--- src/rtl/regfile_wb_sched_if.sv ---
// Bundles the ALU result bus, the load-return path, the issue hazard query
// and the register file write port of the writeback scheduler.
interface regfile_wb_sched_if #(
  parameter int BUS_DATA_WIDTH = 64,
  parameter int LQ_DEPTH       = 4
);
  localparam int CNT_W = $clog2(LQ_DEPTH) + 1;

  logic                      alu_valid;
  logic [4:0]                alu_rd;
  logic [BUS_DATA_WIDTH-1:0] alu_result;

  logic                      ld_valid;
  logic                      ld_ready;
  logic [4:0]                ld_rd;
  logic [BUS_DATA_WIDTH-1:0] ld_data;

  logic                      issue_valid;
  logic                      issue_is_load;
  logic [4:0]                issue_rs1;
  logic [4:0]                issue_rs2;
  logic [4:0]                issue_rd;
  logic                      issue_stall;

  logic                      rf_wr_en;
  logic [4:0]                rf_rd;
  logic [BUS_DATA_WIDTH-1:0] rf_wdata;
  logic [CNT_W-1:0]          lq_count;

  modport master (
    output alu_valid, alu_rd, alu_result,
    output ld_valid, ld_rd, ld_data,
    output issue_valid, issue_is_load, issue_rs1, issue_rs2, issue_rd,
    input  ld_ready, issue_stall, rf_wr_en, rf_rd, rf_wdata, lq_count
  );

  modport slave (
    input  alu_valid, alu_rd, alu_result,
    input  ld_valid, ld_rd, ld_data,
    input  issue_valid, issue_is_load, issue_rs1, issue_rs2, issue_rd,
    output ld_ready, issue_stall, rf_wr_en, rf_rd, rf_wdata, lq_count
  );
endinterface

--- src/rtl/regfile_wb_sched.sv ---
// Merges in-order ALU writebacks and buffered load returns onto the single
// register file write port, and tracks outstanding loads for issue hazards.
module regfile_wb_sched #(
  parameter int BUS_DATA_WIDTH = 64,
  parameter int LQ_DEPTH       = 4
) (
  input  logic                   clk,
  input  logic                   reset,
  regfile_wb_sched_if.slave      bus_if
);
  localparam int PTR_W = $clog2(LQ_DEPTH);
  localparam int CNT_W = PTR_W + 1;

  logic [BUS_DATA_WIDTH-1:0] lq_data_q [LQ_DEPTH];
  logic [4:0]                lq_rd_q   [LQ_DEPTH];
  logic [PTR_W-1:0]          wr_ptr_q, wr_ptr_d;
  logic [PTR_W-1:0]          rd_ptr_q, rd_ptr_d;
  logic [CNT_W-1:0]          count_q, count_d;

  logic                      wr_en_q, wr_en_d;
  logic [4:0]                rf_rd_q, rf_rd_d;
  logic [BUS_DATA_WIDTH-1:0] wdata_q, wdata_d;
  logic                      from_ld_q, from_ld_d;

  logic [31:0]               busy_q, busy_d;

  logic ld_ready, alu_win, push, pop, stall, busy_set;

  always_comb begin
    ld_ready = !reset && (count_q < CNT_W'(LQ_DEPTH));
    alu_win  = bus_if.alu_valid && (bus_if.alu_rd != 5'd0);
    // Loads to x0 are acknowledged but never occupy a slot.
    push     = bus_if.ld_valid && ld_ready && (bus_if.ld_rd != 5'd0);
    pop      = !alu_win && (count_q != '0);
    stall    = bus_if.issue_valid && (busy_q[bus_if.issue_rs1] ||
               busy_q[bus_if.issue_rs2] || busy_q[bus_if.issue_rd]);
    busy_set = bus_if.issue_valid && !stall && bus_if.issue_is_load &&
               (bus_if.issue_rd != 5'd0);
  end

  always_comb begin
    wr_ptr_d = push ? wr_ptr_q + PTR_W'(1) : wr_ptr_q;
    rd_ptr_d = pop  ? rd_ptr_q + PTR_W'(1) : rd_ptr_q;
    count_d  = count_q;
    case ({push, pop})
      2'b10:   count_d = count_q + CNT_W'(1);
      2'b01:   count_d = count_q - CNT_W'(1);
      default: count_d = count_q;
    endcase
  end

  always_comb begin
    wr_en_d   = 1'b0;
    rf_rd_d   = rf_rd_q;
    wdata_d   = wdata_q;
    from_ld_d = 1'b0;
    if (alu_win) begin
      wr_en_d = 1'b1;
      rf_rd_d = bus_if.alu_rd;
      wdata_d = bus_if.alu_result;
    end else if (pop) begin
      wr_en_d   = 1'b1;
      rf_rd_d   = lq_rd_q[rd_ptr_q];
      wdata_d   = lq_data_q[rd_ptr_q];
      from_ld_d = 1'b1;
    end
  end

  // Clear applied before set so a same-index collision leaves the bit set.
  always_comb begin
    busy_d = busy_q;
    if (wr_en_q && from_ld_q) busy_d[rf_rd_q] = 1'b0;
    if (busy_set)             busy_d[bus_if.issue_rd] = 1'b1;
    busy_d[0] = 1'b0;
  end

  always_ff @(posedge clk) begin
    if (push) begin
      lq_data_q[wr_ptr_q] <= bus_if.ld_data;
      lq_rd_q[wr_ptr_q]   <= bus_if.ld_rd;
    end
  end

  always_ff @(posedge clk) begin
    if (reset) begin
      wr_ptr_q  <= '0;
      rd_ptr_q  <= '0;
      count_q   <= '0;
      wr_en_q   <= 1'b0;
      rf_rd_q   <= '0;
      wdata_q   <= '0;
      from_ld_q <= 1'b0;
      busy_q    <= '0;
    end else begin
      wr_ptr_q  <= wr_ptr_d;
      rd_ptr_q  <= rd_ptr_d;
      count_q   <= count_d;
      wr_en_q   <= wr_en_d;
      rf_rd_q   <= rf_rd_d;
      wdata_q   <= wdata_d;
      from_ld_q <= from_ld_d;
      busy_q    <= busy_d;
    end
  end

  assign bus_if.ld_ready    = ld_ready;
  assign bus_if.issue_stall = stall;
  assign bus_if.rf_wr_en    = wr_en_q;
  assign bus_if.rf_rd       = rf_rd_q;
  assign bus_if.rf_wdata    = wdata_q;
  assign bus_if.lq_count    = count_q;
endmodule
--- src/flat_wrapper.sv ---
// flat-port wrapper written by rule: the top's interface ports become plain ports
module regfile_wb_sched_flat 
#(
  parameter int BUS_DATA_WIDTH = 64,
  parameter int LQ_DEPTH       = 4
)
  (clk, reset, bus_if_alu_valid, bus_if_alu_rd, bus_if_alu_result, bus_if_ld_valid, bus_if_ld_rd, bus_if_ld_data, bus_if_issue_valid, bus_if_issue_is_load, bus_if_issue_rs1, bus_if_issue_rs2, bus_if_issue_rd, bus_if_ld_ready, bus_if_issue_stall, bus_if_rf_wr_en, bus_if_rf_rd, bus_if_rf_wdata, bus_if_lq_count);
  regfile_wb_sched_if #(.BUS_DATA_WIDTH(BUS_DATA_WIDTH), .LQ_DEPTH(LQ_DEPTH)) bus_if_i ();
  input  logic clk;
  input  logic reset;
  input wire logic [$bits(bus_if_i.alu_valid)-1:0] bus_if_alu_valid;
  input wire logic [$bits(bus_if_i.alu_rd)-1:0] bus_if_alu_rd;
  input wire logic [$bits(bus_if_i.alu_result)-1:0] bus_if_alu_result;
  input wire logic [$bits(bus_if_i.ld_valid)-1:0] bus_if_ld_valid;
  input wire logic [$bits(bus_if_i.ld_rd)-1:0] bus_if_ld_rd;
  input wire logic [$bits(bus_if_i.ld_data)-1:0] bus_if_ld_data;
  input wire logic [$bits(bus_if_i.issue_valid)-1:0] bus_if_issue_valid;
  input wire logic [$bits(bus_if_i.issue_is_load)-1:0] bus_if_issue_is_load;
  input wire logic [$bits(bus_if_i.issue_rs1)-1:0] bus_if_issue_rs1;
  input wire logic [$bits(bus_if_i.issue_rs2)-1:0] bus_if_issue_rs2;
  input wire logic [$bits(bus_if_i.issue_rd)-1:0] bus_if_issue_rd;
  output wire logic [$bits(bus_if_i.ld_ready)-1:0] bus_if_ld_ready;
  output wire logic [$bits(bus_if_i.issue_stall)-1:0] bus_if_issue_stall;
  output wire logic [$bits(bus_if_i.rf_wr_en)-1:0] bus_if_rf_wr_en;
  output wire logic [$bits(bus_if_i.rf_rd)-1:0] bus_if_rf_rd;
  output wire logic [$bits(bus_if_i.rf_wdata)-1:0] bus_if_rf_wdata;
  output wire logic [$bits(bus_if_i.lq_count)-1:0] bus_if_lq_count;
  assign bus_if_i.alu_valid = bus_if_alu_valid;
  assign bus_if_i.alu_rd = bus_if_alu_rd;
  assign bus_if_i.alu_result = bus_if_alu_result;
  assign bus_if_i.ld_valid = bus_if_ld_valid;
  assign bus_if_i.ld_rd = bus_if_ld_rd;
  assign bus_if_i.ld_data = bus_if_ld_data;
  assign bus_if_i.issue_valid = bus_if_issue_valid;
  assign bus_if_i.issue_is_load = bus_if_issue_is_load;
  assign bus_if_i.issue_rs1 = bus_if_issue_rs1;
  assign bus_if_i.issue_rs2 = bus_if_issue_rs2;
  assign bus_if_i.issue_rd = bus_if_issue_rd;
  assign bus_if_ld_ready = bus_if_i.ld_ready;
  assign bus_if_issue_stall = bus_if_i.issue_stall;
  assign bus_if_rf_wr_en = bus_if_i.rf_wr_en;
  assign bus_if_rf_rd = bus_if_i.rf_rd;
  assign bus_if_rf_wdata = bus_if_i.rf_wdata;
  assign bus_if_lq_count = bus_if_i.lq_count;
  regfile_wb_sched #(.BUS_DATA_WIDTH(BUS_DATA_WIDTH), .LQ_DEPTH(LQ_DEPTH)) u_core (.clk(clk), .reset(reset), .bus_if(bus_if_i));
endmodule
--- config.mk ---
export PLATFORM = sky130hd
export DESIGN_NAME = regfile_wb_sched_flat
export DESIGN_NICKNAME = d
export VERILOG_FILES = /design/src/rtl/regfile_wb_sched_if.sv /design/src/rtl/regfile_wb_sched.sv /design/src/flat_wrapper.sv
export SDC_FILE = /design/constraint.sdc
export NUM_CORES = 1
export LEC_CHECK = 0
export ABC_CLOCK_PERIOD_IN_PS = 6130
export CELL_PAD_IN_SITES_DETAIL_PLACEMENT = 1
export CELL_PAD_IN_SITES_GLOBAL_PLACEMENT = 1
export CORE_MARGIN = 2
export CORE_UTILIZATION = 40
export DETAILED_ROUTE_END_ITERATION = 10
export PLACE_DENSITY_LB_ADDON = 0.12
export SYNTH_ARGS = -nofsm -noshare
export SYNTH_HDL_FRONTEND = slang
export SYNTH_SLANG_ARGS = --single-unit
--- constraint.sdc ---
create_clock -name clk -period 6.13 [get_ports clk]
set_input_delay 0.9195 -clock clk [delete_from_list [all_inputs] [get_ports clk]]
set_output_delay 0.9195 -clock clk [all_outputs]
set_load 0.02 [all_outputs]
# After elaboration in Yosys (flattened, before gate mapping)
# Memories as Yosys holds them, arrays and structs flattened. A register that Yosys moved wholly into a read port is not among the register bits.
# Index checks and enable logic that the tools add are counted.
# Widths: inputs -> output; s select.
# totals
register_bits,110
ram_bits,276
inputBits,159
output_inout_bits,75
elab_cells,76
memories,2
# classes
addsub,4
magnitude_cmp,7
eq_ne,2
mux,25
bitwise_logic,3
reduce_logical,24
# memory_table
name,words,width,read_ports,rd_ports_with_merged_regs,wr,line_no,source
u_core.lq_data_q,4,64,1,1,1,regfile_wb_sched.sv:14,logic [BUS_DATA_WIDTH-1:0] lq_data_q [LQ_DEPTH];
u_core.lq_rd_q,4,5,1,1,1,regfile_wb_sched.sv:15,logic [4:0] lq_rd_q [LQ_DEPTH];
# ops
operator,n
$mux 64,2
$mux 32,2
$and 32x32->32,1
$not 32->32,1
$or 32x32->32,1
$lt 5x6->1 const B,4
$bmux 1 s5,3
$reduce_bool 5->1,3
$logic_and 1x1->1,12
$demux 1 s5,2
$ge 5x1->1 const B,2
$mux 5,2
$mux 1,9
$mux 2,4
$pmux 3 s2,1
$add 2x1->2 const B,2
$reduce_bool 2->1,2
$add 3x1->3 const B,1
$logic_not 1->1,3
$lt 3x3->1 const B,1
$reduce_bool 3->1,1
$sub 3x1->3 const B,1
$eq 2x1->1 const B,1
$eq 2x2->1 const B,1
other kinds (2),3

# Logic depth before layout (Yosys ltp)
# Gate-level depths: netlist of run 1.
# depth
ltp_word,10
depth_mapped,11
ltp_nobuf,10

# Worst setup path before layout of run 1
# Ideal clock, no wire load.
# synth_timing
kind,input-to-reg
from,in reset
to,"mem u_core.lq_data_q[0][0], enable pin"
setup_ns,0.435
arrival_time_ns,3.533
t_required_ns,5.695
slack_ns,2.163
cell_stages,5
n_path_buf,1
path_cell_list,clkbuf_1 -> nor2_1 -> nand2_1 -> a21oi_1 -> and2_1
# synth_between
elab_chain_len,6
# synth_rtl
element,line_no,source
start: declaration,flat_wrapper.sv:10,input logic reset;
$logic_not 1->1,regfile_wb_sched.sv:30,ld_ready = !reset && (count_q < CNT_W'(LQ_DEPTH));
$logic_and 1x1->1,regfile_wb_sched.sv:30,
net bus_if_ld_ready,flat_wrapper.sv:22,output wire logic [$bits(bus_if_i.ld_ready)-1:0] bus_if_ld_ready;
$logic_and 1x1->1 (2 in series),regfile_wb_sched.sv:33,push = bus_if.ld_valid && ld_ready && (bus_if.ld_rd != 5'd0);
$mux 1,regfile_wb_sched.sv:78,if (push) begin
$mux 1 (implied by the code),regfile_wb_sched.sv:79,lq_data_q[wr_ptr_q] <= bus_if.ld_data;
end: declaration,regfile_wb_sched.sv:14,
# The timed path passes the listed nets, and every way through them passes these cells.

# Final worst setup path of run 1
# layout_timing
from,in bus_if_issue_rd[1]
to,out bus_if_issue_stall
# layout_between
elab_chain_len,4
# layout_rtl
element,line_no,source
start: declaration,flat_wrapper.sv:21,input wire logic [$bits(bus_if_i.issue_rd)-1:0] bus_if_issue_rd;
$bmux 1 s5,regfile_wb_sched.sv:36,busy_q[bus_if.issue_rs2] || busy_q[bus_if.issue_rd]);
$mux 1 (implied by the code),regfile_wb_sched.sv:36,
$logic_or 1x1->1,regfile_wb_sched.sv:36,
$logic_and 1x1->1,regfile_wb_sched.sv:35,stall = bus_if.issue_valid && (busy_q[bus_if.issue_rs1] ||
end: declaration,flat_wrapper.sv:23,output wire logic [$bits(bus_if_i.issue_stall)-1:0] bus_if_issue_stall;
# Every way passes these cells. The select of a mux whose other input is x is not followed.

==> flow_summary.ini, run 1 <==
[outcome]
status = completed

[clocking]
clk_latency_ps = 570
clk_path_buf_depth = 3
cts.sinks = 387
root_buffer = clkbuf_16
numCtsBuffers = 43
cts_setup_buffers = 0
cts-resized-gates = 0
postCtsHoldBufs = 0
clk_pin_slew_ps = 60
h-tree-depth = 2
cts_tree = done

[layout]
area_growth_syn_to_layout_pct = 25.2
fin_area_um2 = 20200
layout_common_cells = 276 x edfxtp_1, 232 x clkdlybuf4s50_1, 164 x nand2_1, 109 x dfxtp_1, 88 x nor2_1
drive_above_1_share_pct = 14.7
mostFrequentLayoutCell = edfxtp_1
nets = 1492

[power_and_ir_drop]
max-vdd-ir-drop_mv = 0.237
p_leak_uw = 0.00656
p_per_area_nw_per_um2 = 365

[sta]
fin_crit_sh_pct = 75.0
slew_headroom_pct = 17.4
fmax_ghz = 0.217
finalSetupViolations = 0
totalNegativeSetupSlack_ps = 0
rsz0062_at_grt = no
drv_slew = 0
period_minus_slack_ps = 4600
worst_pin_slew_ps = 1240
finalHoldViolCount = 0
clock-skew-final_ps = 19.9

[route]
wirelength_um = 43500
drt-pass1-iter-count = 4
routed_via_density = 5.47
antenna_left = 0
vias = 10329
drtIter0Drc = 573
routedWlPerCell_um = 23.0
drc_errors = 0

[flow_run]
maxCapViolations = 0

[worst_setup_path]
start_kind = input pin
crit_required_ps = 5210
cp.arrival_ps = 3680
end_kind = primary output
path_class = input pin to primary output
worst-path-max-fanout = 22

[die]
initial_utilization_pct = 40.6
ioPinCount = 234
rows = 73
core_um2 = 39800
die_h_um = 205
die_width_um = 205
die_area_um2 = 42000

[synthesis]
async_flop_share_pct = 0
synth_cell_types = 57
ys_ff_latch = 387
syn_area_per_cell_um2 = 14.4
yosys_warnings = 0
synth_edf_count = 276
syn_nets = 1286
synth_top_cell_by_area = edfxtp_1
synth-seq-area-share_pct = 65.0
synth_area_um2 = 16200
ys.flop_type = edfxtp_1
synth_top_area_share_pct = 51.3
synth_cells = 1121
yosys-top-cells-area = edfxtp_1 51%, dfxtp_1 14%, mux4_2 11%

[hold_path]
hp-class = flip-flop to flip-flop

[grt]
grt_pass1_wl_um = 67100
grt_max_degree = 75
grt_overflow_total = 0
grt.total_usage_pct = 21.0
antenna_found_initial = 3
grt_pass1_vias = 11141

[placed_design]
dpl-instance-area_um2 = 18900
gp_congestion = 0.842
dp_hpwl_um = 26900
io_buffers = 233
[path summary, 6_finish.rpt]
check	startpoint	to	slack [ps]	cells after the start
hold reg to reg	u_core.bus_if.rf_wdata[5]	u_core.bus_if.rf_wdata[5]	480	2
setup / recovery	bus_if_issue_rd[1]	bus_if_issue_stall	1530	8
hold / removal	u_core.bus_if.rf_wdata[5]	u_core.bus_if.rf_wdata[5]	480	2
setup reg to reg	u_core.bus_if.lq_count[2]	u_core.lq_data_q[3][21]	3200	5
[logic make-up after synthesis]
family / share of synthesized area [%]
adders and majority gates: 0.511
AOI/OAI and AO/OA: 8.02
and+or+nand+nor: 10.8
muxes: 12.7
xor gates and xnor gates: 0.271
DFF: 65.0
buffers and inverters: 2.74
[area by class of cell]
cell class	instances	area, um2
clock inverter	14	90.1
fill	3932	19600
inverter	7	26.3
sequential	387	10500
tap	525	657
timing repair buffer	247	2430
antenna	2	5.00
multi-input combinational	641	5240
clock buffer	65	1260
[routing by layer]
metal / part of all wire, % / vias to the layer above / global-route usage, %
met5: 0.030 / - / 0
met4: 2.1 / 2 / 6.50
met3: 5.3 / 53 / 4.23
met2: 47 / 249 / 33.7
met1: 45 / 5286 / 28.9
li1: - / 4739 / -
[where the power goes]
part,internal [uW],switching [uW]
clock network,1430,1040
registers,3000,198
logic,760,974
total,5190,2210
[metrics by stage]
stage | hold WS (ps) | util, % | total power (uW) | setup WS [ps] | cells
finish | 476 | 50.8 | 7400 | 1530 | 1888
global route | 500 | 50.8 | 7770 | 1300 | 1887
CTS | 483 | 50.8 | 7520 | 1530 | 1886
detailed placement | 473 | 47.4 | 5030 | 1540 | 1807
global placement | 464 | 47.4 | 5000 | 1550 | 1807
floorplan | 477 | - | 4280 | 2160 | 1121
[registers in the layout, summed over array words and instances, names as in the netlist, named ones only]
signal and count:
u_core.bus_if.lq_count 3, u_core.bus_if.rf_rd 5, u_core.bus_if.rf_wdata 64, u_core.bus_if.rf_wr_en 1, u_core.busy_q 31, u_core.from_ld_q 1
u_core.lq_data_q 256, u_core.lq_rd_q 20, u_core.rd_ptr_q 2, u_core.wr_ptr_q 2
[synthesized netlist by cell type (6+ instances only)]
master / instances
buf_4: 6
and2_1: 7
nand2_1: 164
nand2b_1: 9
mux2i_1: 16
o21ai_0: 17
dfxtp_1: 111
nor3_1: 8
nor2_1: 88
a311oi_1: 67
mux4_2: 76
inv_1: 7
nor2b_1: 27
clkbuf_1: 49
buf_2: 16
o31ai_2: 28
a21oi_1: 10
nand3b_1: 20
edfxtp_1: 276
nand3_1: 36
[worst max-delay path: stages]
cell and delay [ps]:
clkdlybuf4s50_1 1070, mux2i_1 170, or3_1 370, a21oi_1 140, a21oi_1 70, o211ai_1 160, o21a_1 170, clkdlybuf4s50_1 600
Note: power is estimated with default switching activity, not from simulation.
==> run 2, diff against run 1 <==
--- a/config.mk
+++ b/config.mk
@@ -5,7 +5,7 @@
 export SDC_FILE = /design/constraint.sdc
 export NUM_CORES = 1
 export LEC_CHECK = 0
-export ABC_CLOCK_PERIOD_IN_PS = 6130
+export ABC_CLOCK_PERIOD_IN_PS = 4620
 export CELL_PAD_IN_SITES_DETAIL_PLACEMENT = 1
 export CELL_PAD_IN_SITES_GLOBAL_PLACEMENT = 1
 export CORE_MARGIN = 2
==> constraint.sdc (replaced) <==
create_clock -name clk -period 4.62 [get_ports clk]
set_input_delay 0.693 -clock clk [delete_from_list [all_inputs] [get_ports clk]]
set_output_delay 0.693 -clock clk [all_outputs]
set_load 0.02 [all_outputs]
==> run 2 against run 1 <==
Against the previous run:
- clock skew is 8.0 ps lower
- flip-flop and latch count stayed put
- combinational power is 34% higher
- count of clock-buffer cells in the layout is 1 higher
- critical endpoint unchanged
- power is 34% higher
- global-route usage is 0.20 points lower
- final area is 0.74% higher
- sequential power is 32% higher
- wire length is 1.5% lower
- highest routed layer unchanged
- register-to-register slack worse by 1300 ps
- clock power is 36% higher
- first-iteration DRC count is 6.5% lower
- largest power group unchanged
==> flow_summary.ini, run 2 (synthesized netlist as in run 1, its figures left out) <==
[sta]
worst_slack_ps = 482
finalHoldViolCount = 0
fin_crit_sh_pct = 89.6
drv_slew = 0
rsz0062_at_grt = no
fmax_ghz = 0.242
finalSetupViolations = 0
clock-skew-final_ps = 11.9
period_minus_slack_ps = 4140
worst_pin_slew_ps = 860
totalNegativeSetupSlack_ps = 0
slew_headroom_pct = 42.6

[worst_setup_path]
path_class = input pin to primary output
end_kind = primary output
start_kind = input pin
cp.arrival_ps = 3440
reg2reg_from = u_core.bus_if.lq_count[2]
startpoint = bus_if_issue_rs1[1]
rrSetupSlack_ps = 1860
worst-path-max-fanout = 9
crit_required_ps = 3930

[outcome]
status = completed

[die]
ioPinCount = 234
core_um2 = 39800
die_width_um = 205
rows = 73
die_area_um2 = 42000
die_h_um = 205
initial_utilization_pct = 40.6

[route]
antenna_left = 0
wirelength_um = 42800
top_layer_used = met5
vias = 10360
wl_met2_um = 20700
routedWlPerCell_um = 22.6
met1Wirelength_um = 19100
dr_wl_met3_um = 2320
routed_via_density = 5.47
drc_errors = 0
drt-pass1-iter-count = 4
drtIter0Drc = 536

[placed_design]
dp_slack_ps = 480
io_buffers = 233
dp_hpwl_um = 27100
gp_congestion = 0.854

[clocking]
cts-resized-gates = 0
cts.sinks = 387
clk_pin_slew_ps = 50
root_buffer = clkbuf_16
numCtsBuffers = 43
cts_setup_buffers = 0
clk_path_buf_depth = 3
h-tree-depth = 2
postCtsHoldBufs = 0
cts_tree = done
clk_latency_ps = 560

[flow_run]
maxCapViolations = 0

[power_and_ir_drop]
max-vdd-ir-drop_mv = 0.475
p_leak_uw = 0.00663
p_per_area_nw_per_um2 = 485

[grt]
grt_pass1_vias = 10989
grt_max_degree = 138
antenna_found_initial = 2
grt.total_usage_pct = 20.8
grt_overflow_total = 0
grt_pass1_wl_um = 66400

[layout]
top_register = u_core.lq_data_q
nets = 1499
mostFrequentLayoutCell = edfxtp_1
drive_above_1_share_pct = 15.4
largest_register_ffs = 256
final_util_pct = 51.2
fillCellCount = 3974
area_growth_syn_to_layout_pct = 26.2
layout_common_cells = 276 x edfxtp_1, 232 x clkdlybuf4s50_1, 164 x nand2_1, 109 x dfxtp_1, 88 x nor2_1

[hold_path]
hp-start = u_core.bus_if.rf_wdata[3]
hp-class = flip-flop to flip-flop
==> run 2: report_power, final <==
group          switching, uW  leakage [uW]  total, uW  internal, uW
clock                   1350      0.000687       3350          2000
sequential               247       0.00342       4220          3980
combinational           1290       0.00253       2310          1020
==> run 2: worst paths after layout <==
kind	depth (start not counted)	to
worst max-delay path	8	bus_if_issue_stall
worst min register to register	2	u_core.bus_if.rf_wdata[3]
worst max register to register	8	u_core.bus_if.lq_count[2]
worst min-delay path	2	u_core.bus_if.rf_wdata[3]
==> run 2: layout make-up <==
| cell class | count | area, um2 | share of cell area [%] |
|---|---|---|---|
| clock inverter | 13 | 92.6 | 0.454 |
| tap | 525 | 657 | 3.22 |
| antenna | 2 | 5.00 | 0.0246 |
| inverter | 7 | 26.3 | 0.129 |
| timing repair buffer | 254 | 2540 | 12.4 |
| multi-input combinational | 641 | 5240 | 25.7 |
| clock buffer | 66 | 1310 | 6.41 |
| sequential | 387 | 10500 | 51.6 |
==> run 2: routing by layer <==
metal | up-vias | GRT usage, %
met5 | - | 0
met1 | 5324 | 28.1
met4 | 2 | 5.09
met2 | 234 | 34.4
met3 | 56 | 4.60
li1 | 4744 | -
==> run 2: through the flow <==
step | instances | instance area [um2] | power (uW) | hold slack [ps]
after floorplan | 1121 | 16200 | 5680 | 477
after global placement | 1814 | 19000 | 6630 | 464
after detailed placement | 1814 | 19000 | 6670 | 472
after CTS | 1893 | 20400 | 10100 | 481
after global routing | 1894 | 20400 | 10400 | 500
final | 1895 | 20400 | 9880 | 479
==> run 2: critical path: stages <==
cell and delay (ps):
clkdlybuf4s50_1 690, mux4_1 600, mux2i_1 180, o22ai_1 130
nor3_2 230, o2111ai_4 170, o21a_1 210, clkdlybuf4s50_1 530
==> run 3, diff against run 2 <==
--- a/config.mk
+++ b/config.mk
@@ -10,8 +10,10 @@
 export CELL_PAD_IN_SITES_GLOBAL_PLACEMENT = 1
 export CORE_MARGIN = 2
 export CORE_UTILIZATION = 40
+export CTS_BUF_LIST = sky130_fd_sc_hd__clkbuf_8
 export DETAILED_ROUTE_END_ITERATION = 10
 export PLACE_DENSITY_LB_ADDON = 0.12
+export REMOVE_ABC_BUFFERS = 1
 export SYNTH_ARGS = -nofsm -noshare
 export SYNTH_HDL_FRONTEND = slang
 export SYNTH_SLANG_ARGS = --single-unit
==> run 3 against run 2 <==
Against the previous run:
- power is 4.2% lower
- flip-flop and latch count stayed put
- count of clock-buffer cells in the layout rose by 11
- worst hold slack better by 2.1 ps
- clock skew up 7.0 ps
- die area stayed put
- critical path depth unchanged
- final area decreased by 0.26%
- wire length rose by 0.81%
- utilization is 0.13 points lower
- cell count is 2.8% higher
- fmax rose by 0.49%
- critical path type unchanged
- critical endpoint unchanged
==> flow_summary.ini, run 3 (synthesized netlist as in run 1, its figures left out) <==
[layout]
drive_above_1_share_pct = 16.3
top_register = u_core.lq_data_q
fillCellCount = 4025
mostFrequentLayoutCell = edfxtp_1
area_growth_syn_to_layout_pct = 25.8
nets = 1528
final_util_pct = 51.1
largest_register_ffs = 256
layout_common_cells = 276 x edfxtp_1, 232 x clkdlybuf4s50_1, 164 x nand2_1, 109 x dfxtp_1, 88 x nor2_1

[sta]
finalSetupViolations = 0
rsz0062_at_grt = no
finalHoldViolCount = 0
drv_slew = 0
worst_pin_slew_ps = 930
period_minus_slack_ps = 4120
fmax_ghz = 0.243
clock-skew-final_ps = 18.9
slew_headroom_pct = 38.0
fin_crit_sh_pct = 89.1

[route]
drc_errors = 0
wirelength_um = 43200
vias = 10547
drtIter0Drc = 540
routed_via_density = 5.41
antenna_left = 0
drt-pass1-iter-count = 5
routedWlPerCell_um = 22.2

[worst_setup_path]
crit_required_ps = 3930
reg2reg_from = u_core.bus_if.lq_count[2]
startpoint = bus_if_issue_rs1[0]
rr_endpoint = u_core.lq_data_q[3][33]
worst-path-max-fanout = 9
path_class = input pin to primary output
start_kind = input pin
r2r_cells = 5
cp.arrival_ps = 3420
rrSetupSlack_ps = 1840
cp-endpoint = bus_if_issue_stall
end_kind = primary output

[grt]
grt_pass1_vias = 11384
antenna_found_initial = 6
grt_pass1_wl_um = 65900
grt_max_degree = 73
grt.total_usage_pct = 20.8
grt_overflow_total = 0

[clocking]
root_buffer = clkbuf_8
numCtsBuffers = 69
clk_pin_slew_ps = 60
clk_path_buf_depth = 3
postCtsHoldBufs = 0
cts-resized-gates = 0
clk_latency_ps = 620
cts_tree = done
cts_setup_buffers = 0
cts.sinks = 387
h-tree-depth = 3

[outcome]
status = completed

[die]
die_width_um = 205
core_um2 = 39800
die_h_um = 205
rows = 73
ioPinCount = 234
die_area_um2 = 42000
initial_utilization_pct = 40.6

[placed_design]
io_buffers = 233
gp_congestion = 0.852
dp_hpwl_um = 27900

[power_and_ir_drop]
p_leak_uw = 0.00674
p_total_uw = 9470
p_per_area_nw_per_um2 = 466
max-vdd-ir-drop_mv = 0.284

[hold_path]
hp-class = flip-flop to flip-flop

[flow_run]
maxCapViolations = 0
run 3: how the worst min path moves through the flow:
stage	endpoint	slack, ps	start	cells after the start
6_report	u_core.bus_if.rf_wdata[24]	480	u_core.bus_if.rf_wdata[24]	2
3_5_place_dp	u_core.bus_if.rf_wdata[56]	470	u_core.bus_if.rf_wdata[56]	2
5_1_grt	u_core.bus_if.rf_wdata[55]	500	u_core.bus_if.rf_wdata[55]	2
2_1_floorplan	u_core.busy_q[1]	480	u_core.busy_q[1]	2
3_3_place_gp	u_core.bus_if.rf_wdata[40]	460	u_core.bus_if.rf_wdata[40]	2
4_1_cts	u_core.bus_if.rf_wdata[56]	480	u_core.bus_if.rf_wdata[56]	2
run 3: where the power goes:
group / internal (uW) / switching, uW / total [uW]
clock: 1530 / 1390 / 2920
sequential: 3980 / 250 / 4230
combinational: 1030 / 1290 / 2320
run 3: cell type report:
class / count / area [um2] / area share (%)
well taps: 525 / 657 / 3.23
flip-flops and latches: 387 / 10500 / 51.7
repair buffers: 257 / 2610 / 12.8
clock buffers: 77 / 1060 / 5.21
multi-input cells: 641 / 5240 / 25.8
diodes: 4 / 10.0 / 0.0492
clock inverters: 50 / 209 / 1.03
inverters: 7 / 26.3 / 0.129
run 3: worst max-delay path, stage by stage:
cell and delay [ps]:
clkdlybuf4s50_1 710, mux4_1 610, mux2i_1 190, o22ai_1 130, nor3_2 200, o2111ai_4 150
o21a_1 190, clkdlybuf4s50_1 530
run 3: per-layer routing:
metal / vias up / global-route usage [%] / wire length, um
met5: - / 0 / 39
met4: 6 / 8.63 / 1300
met3: 85 / 6.12 / 2680
met2: 263 / 34.6 / 21400
met1: 5365 / 25.4 / 17800
li1: 4828 / - / -
run 3: metrics by stage:
stage	area [um2]	setup slack (ps)	TNS, ps	std cells	hold slack [ps]
finish	20300	502	0	1948	481
global route	20300	330	0	1946	500
CTS	20300	488	0	1944	484
detailed placement	19100	485	0	1817	471
global placement	19100	573	0	1817	465
floorplan	15700	-2790	-132930	1035	476
